$ cat src/rtl/regfile_port_ctrl.sv
// regfile_port_ctrl
//   Sequencer and arbiter for the 16x16 register file's single write port,
//   plus the debug read path. After reset it loads SP with SP_INIT, then
//   shares the write port between writeback (priority) and a debug monitor.
//   An anti-starvation counter forces a one-cycle pipeline stall so that
//   debug is always eventually serviced. The register file writes on every
//   falling edge, so cycles with no granted write are steered to IDLE_REG.
//
// Ports:
//   CLK          system clock, rising-edge state updates
//   RSTboot      asynchronous active-low reset
//   wb_we/wb_reg/wb_data           writeback write request
//   dbg_req/dbg_we/dbg_reg/dbg_wdata  debug access request (level, held to ack)
//   rf_dbg_rdata register file read data for dbg_raddr
//   writeReg/writeData  registered write port drive
//   dbg_raddr    debug read address (combinational copy of dbg_reg)
//   dbg_ack      one-cycle completion pulse
//   dbg_rdata    captured debug read data, held until next debug read
//   stall        registered pipeline freeze request
//   init_done    boot init finished
module regfile_port_ctrl #(
  parameter logic [15:0] SP_INIT    = 16'hBF00,
  parameter logic [3:0]  SP_INDEX   = 4'hA,
  parameter logic [3:0]  IDLE_REG   = 4'hF,
  parameter logic [3:0]  STARVE_MAX = 4'd8
) (
  input  logic        CLK,
  input  logic        RSTboot,
  input  logic        wb_we,
  input  logic [3:0]  wb_reg,
  input  logic [15:0] wb_data,
  input  logic        dbg_req,
  input  logic        dbg_we,
  input  logic [3:0]  dbg_reg,
  input  logic [15:0] dbg_wdata,
  input  logic [15:0] rf_dbg_rdata,
  output logic [3:0]  writeReg,
  output logic [15:0] writeData,
  output logic [3:0]  dbg_raddr,
  output logic        dbg_ack,
  output logic [15:0] dbg_rdata,
  output logic        stall,
  output logic        init_done
);

  typedef enum logic [1:0] {INIT, RUN, DSTALL} state_t;

  state_t      state_q, state_d;
  logic [3:0]  starve_cnt, starve_cnt_d;
  logic [3:0]  write_reg_d;
  logic [15:0] write_data_d;
  logic        dbg_ack_d;
  logic [15:0] dbg_rdata_d;
  logic        stall_d;
  logic        init_done_d;

  logic dbg_pending;
  logic starve_hit;
  logic dbg_service;

  assign dbg_raddr = dbg_reg;

  // A request still high during its ack cycle is the old one; it only
  // counts as new on the edge after the ack.
  assign dbg_pending = dbg_req & ~dbg_ack;

  // Denied edge that brings the counter to STARVE_MAX-1: WB still wins this
  // edge, but the stall is raised so debug owns the next one.
  assign starve_hit  = (state_q == RUN) & wb_we & dbg_pending &
                       (starve_cnt == STARVE_MAX - 4'd2);

  assign dbg_service = (state_q == DSTALL) |
                       ((state_q == RUN) & ~wb_we & dbg_pending);

  always_ff @(posedge CLK or negedge RSTboot) begin
    if (!RSTboot) begin
      state_q    <= INIT;
      writeReg   <= IDLE_REG;
      writeData  <= '0;
      dbg_ack    <= 1'b0;
      dbg_rdata  <= '0;
      stall      <= 1'b1;
      init_done  <= 1'b0;
      starve_cnt <= '0;
    end else begin
      state_q    <= state_d;
      writeReg   <= write_reg_d;
      writeData  <= write_data_d;
      dbg_ack    <= dbg_ack_d;
      dbg_rdata  <= dbg_rdata_d;
      stall      <= stall_d;
      init_done  <= init_done_d;
      starve_cnt <= starve_cnt_d;
    end
  end

  always_comb begin
    state_d = state_q;
    case (state_q)
      INIT:    state_d = RUN;
      RUN:     if (starve_hit) state_d = DSTALL;
      DSTALL:  state_d = RUN;
      default: state_d = INIT;
    endcase
  end

  always_comb begin
    write_reg_d  = writeReg;
    write_data_d = writeData;
    dbg_ack_d    = 1'b0;
    dbg_rdata_d  = dbg_rdata;
    stall_d      = stall;
    init_done_d  = init_done;
    starve_cnt_d = starve_cnt;

    case (state_q)
      INIT: begin
        write_reg_d  = SP_INDEX;
        write_data_d = SP_INIT;
      end
      RUN: begin
        stall_d     = starve_hit;
        init_done_d = 1'b1;
        if (wb_we) begin
          write_reg_d  = wb_reg;
          write_data_d = wb_data;
          if (dbg_pending && starve_cnt != STARVE_MAX - 4'd1)
            starve_cnt_d = starve_cnt + 4'd1;
        end else if (!dbg_pending) begin
          write_reg_d = IDLE_REG;
        end
      end
      DSTALL: begin
        stall_d = 1'b0;
      end
      default: ;
    endcase

    if (dbg_service) begin
      if (dbg_we) begin
        write_reg_d  = dbg_reg;
        write_data_d = dbg_wdata;
      end else begin
        write_reg_d = IDLE_REG;
        dbg_rdata_d = rf_dbg_rdata;
      end
      dbg_ack_d    = 1'b1;
      starve_cnt_d = '0;
    end
  end

endmodule

$ cat config.mk
export PLATFORM = sky130hd
export DESIGN_NAME = regfile_port_ctrl
export DESIGN_NICKNAME = d
export VERILOG_FILES = /design/src/rtl/regfile_port_ctrl.sv
export SDC_FILE = /design/constraint.sdc
export NUM_CORES = 1
export LEC_CHECK = 0
export ABC_AREA = 1
export BUFFER_PORTS_ARGS = -buffer_cell sky130_fd_sc_hd__clkbuf_2
export CAP_MARGIN = 20
export CORE_MARGIN = 3
export CORE_UTILIZATION = 50
export CTS_BUF_LIST = sky130_fd_sc_hd__clkbuf_8
export CTS_CLUSTER_SIZE = 12
export DETAILED_ROUTE_END_ITERATION = 7
export PLACE_DENSITY = 0.88
export REMOVE_ABC_BUFFERS = 1
export SETUP_SLACK_MARGIN = 0.05
export SYNTH_ARGS = -nofsm -noshare
export SYNTH_HDL_FRONTEND = slang
export SYNTH_SLANG_ARGS = --single-unit
$ cat constraint.sdc
create_clock -name CLK -period 3.3 [get_ports CLK]
set_input_delay 0.66 -clock CLK [delete_from_list [all_inputs] [get_ports CLK]]
set_output_delay 0.66 -clock CLK [all_outputs]
set_load 0.01 [all_outputs]
==> key figures <==
Layout
  • Layout cells sized above 1: between 30% and 40%
  • ANT cells: 0
  • Final non-filler cell total: about 490
  • Final nets: slightly below 500
  • Final core occ: between 60% and 70%
  • Fin area: between 3000 and 4000 sq um
  • Layout Area Growth over Synthesis: 23.07%
  • Fill count: 431

Clock tree
  • Clock latency at the later pin of the worst-skew pair: about 0.29 ns
  • H-tree depth: 2
  • TritonCTS buffer count: 5
  • Post-CTS Resized: 0
  • Hold_buf cts: 0
  • Clock buffer depth: 2
  • TritonCTS clock tree: built
  • CTS Root Cell: clkbuf_8
  • Clock tree sinks: 45
  • Setup bufs post-CTS: 0
  • Clock-pin slew on the worst setup and hold paths: 0.08 ns

Synthesis
  • Synthesized netlist cell count: between 300 and 400
  • Synth warnings: 0
  • Post-synth top area share: 40.12%
  • Synth area leader: dfrtp_1
  • Distinct cells, synth: 22
  • Area contributors post-synth: dfrtp_1 (40%), nand2_1 (16%), nand3_1 (9.4%), inv_1 (6.5%), dfstp_2 (5.3%)
  • Top-count cell post-synth: nand2_1
  • Seq/Total Area, Yosys: a little under half
  • Commonest cells post-synth: nand2_1 (107), nand3_1 (47), inv_1 (43)
  • Post-synth ARST share: between 90% and 100%
  • Prevailing post-synth register cell: dfrtp_1
  • EDFF count, synth: 0
  • Mean Syn Cell Area: 7.700 sq um
  • Flops & latches, synth: 45
  • Synth Cell Area: around 2500 sq um

Floorplan
  • Initial Utilization: between 50% and 60%
  • Die footprint: ~5900 sq um
  • Die width: between 70 and 80 um
  • Core area: 4786 sq um
  • Ports: between 100 and 150
  • Die span in y: 76.64 um
  • Num rows: 25

Pwr
  • Power per cell area: a little over 800 nW/um^2
  • Static Leakage: around 1.9 nW
  • VDD IR max: roughly 0.4 mV
  • Total chip power: approximately 2.5 mW

Worst setup path
  • CP top delay family: simple AND/OR/NAND/NOR gates
  • CP startpoint kind: flip-flop
  • WP buf/inv: 2
  • CP peak stage delay: about 0.60 ns
  • CP Class: reg -> reg
  • Arr. time, crit path: 2.54 ns
  • Critical Path RT: 3.49 ns
  • Crit path capture type: flip-flop
  • Critical-path top delay cell: ha_1
  • Max FO, Critical Path: 40
  • CP cell instances: inv_1 > ha_1 > inv_2 > nor2_2 > nand2_2 > nand2_4 > nand2_2 > nand2_1 > nand2_1

STA
  • Tmin final: approximately 2.4 ns
  • Skew final: 0.004328 ns
  • Final hold vios: 0
  • Final setup viols: 0
  • Min setup slack post-route: about 0.95 ns
  • Pins Over Slew Limit: 0
  • Hold WS: 0.4370 ns
  • Setup TNS: 0 ns
  • Period utilization: ~71%
  • Unrepaired setup endpoints after global routing: no
  • Rel. slew slack: between 40 and 50%
  • Fmax: 0.4250 GHz
  • Worst Tran Pin Value: 0.7888 ns

Routing
  • Via/cell ratio: approximately 4.7
  • DR WL/cell: roughly 12 um
  • Post-route DRC: 0
  • Initial drt markers: 101
  • Final wirelength: approximately 5800 um
  • Total number of vias: 2,294
  • Routed Antenna Nets: 0
  • Drt pass-1 iters: 4

Placed design
  • IO Port Bufs: between 100 and 150
  • Cell total after placement: 478
  • Place WS: 0.9344 ns
  • GPL Wtd Cong: 0.7676
  • Post-DP HPWL: 4144 um
  • Cell area after placement: just under 3000 sq um

Global routing
  • Vias in the first global route: 2,163
  • Antenna violations before repair: 0
  • First-pass GRT wire length: 9487 um
  • GR Util All Layers: 19.83%
  • Largest net degree at the start of global routing: 41
  • Overflow after GRT: 0

Run
  • Maxcap violations: 0

Run status
  • Status: finished clean

Hold path
  • Hold Crit Class: in -> async
==> final cells by class <==
class	count	area, sq um	area share [%]
clock buffer	6	82.58	2.689
timing repair buffer	104	523.0	17.03
multi-input combinational	216	1062	34.60
clock inverter	2	13.76	0.4482
tap	67	83.83	2.730
sequential	45	1132	36.88
inverter	46	172.7	5.623
==> cell families (layout without fill, tap and decap cells) <==
family	Yosys count	after routing	share of synthesized area, %
AND/OR/NAND/NOR	195	195	35.91
buffers and inverters	63	158	12.04
flip-flops	45	45	45.39
AO/OA/AOI/OAI	13	13	2.658
adder cells (fa/ha/maj)	8	8	4.012
==> metal layers <==
layer | GRT usage (%) | wire length, um
met5 | 0 | 0
met4 | 5.072 | 48
met3 | 5.556 | 377
met2 | 32.86 | 2830
met1 | 25.65 | 2524
==> cells in the final DEF (no fill, tap or decap) <==
master and instances:
inv_1 43, nor2_8 1, ha_1 8, dfstp_2 5
inv_2 3, nand2_2 3, nor2_2 1, or2_2 1
buf_4 1, o22ai_1 1, clkinv_2 1, clkbuf_2 103
nor2_1 17, nand2_1 107, clkbuf_8 6, a21oi_1 12
nand3_1 47, nand2_4 3, nand4_1 4, nand3b_1 10
dfrtp_1 40, clkinv_4 1, nand3_2 1
==> worst paths after layout <==
| kind | depth (start not counted) | end | slack, ns | from |
|---|---|---|---|---|
| setup / recovery | 9 | dbg_rdata[12]$_DFFE_PN0P_ | 0.95 | state_q[1]$_DFFE_PN0P_ |
| hold / removal | 1 | init_done$_DFFE_PN0N_ | 0.44 | RSTboot |
| min in group CLK | 2 | writeReg[3]$_DFFE_PN1P_ | 0.46 | writeReg[3]$_DFFE_PN1P_ |
| setup reg to reg | 9 | dbg_rdata[12]$_DFFE_PN0P_ | 0.95 | state_q[1]$_DFFE_PN0P_ |
| hold reg to reg | 2 | writeReg[3]$_DFFE_PN1P_ | 0.46 | writeReg[3]$_DFFE_PN1P_ |
| max in group asynchronous | 2 | starve_cnt[3]$_DFFE_PN0P_ | 2.18 | RSTboot |
==> worst register-to-register path, stage by stage (launching register included) <==
cell and delay, ns:
dfrtp_1 0.44, inv_1 0.12, ha_1 0.60, inv_2 0.09, nor2_2 0.11, nand2_2 0.07
nand2_4 0.32, nand2_2 0.31, nand2_1 0.14, nand2_1 0.06
==> registers in the layout (all words and copies together) (netlist names) <==
signal	count
init_done	1
stall	1
state_q	2
writeReg	4
writeData	16
dbg_rdata	16
dbg_ack	1
starve_cnt	4
==> where the power goes <==
| group | internal (mW) | leakage (nW) | switching (mW) |
|---|---|---|---|
| clock network | 0.170 | 0.0512 | 0.186 |
| registers | 0.800 | 0.547 | 0.144 |
| logic | 0.446 | 1.27 | 0.786 |
Note: power is estimated with default switching activity, not from simulation.
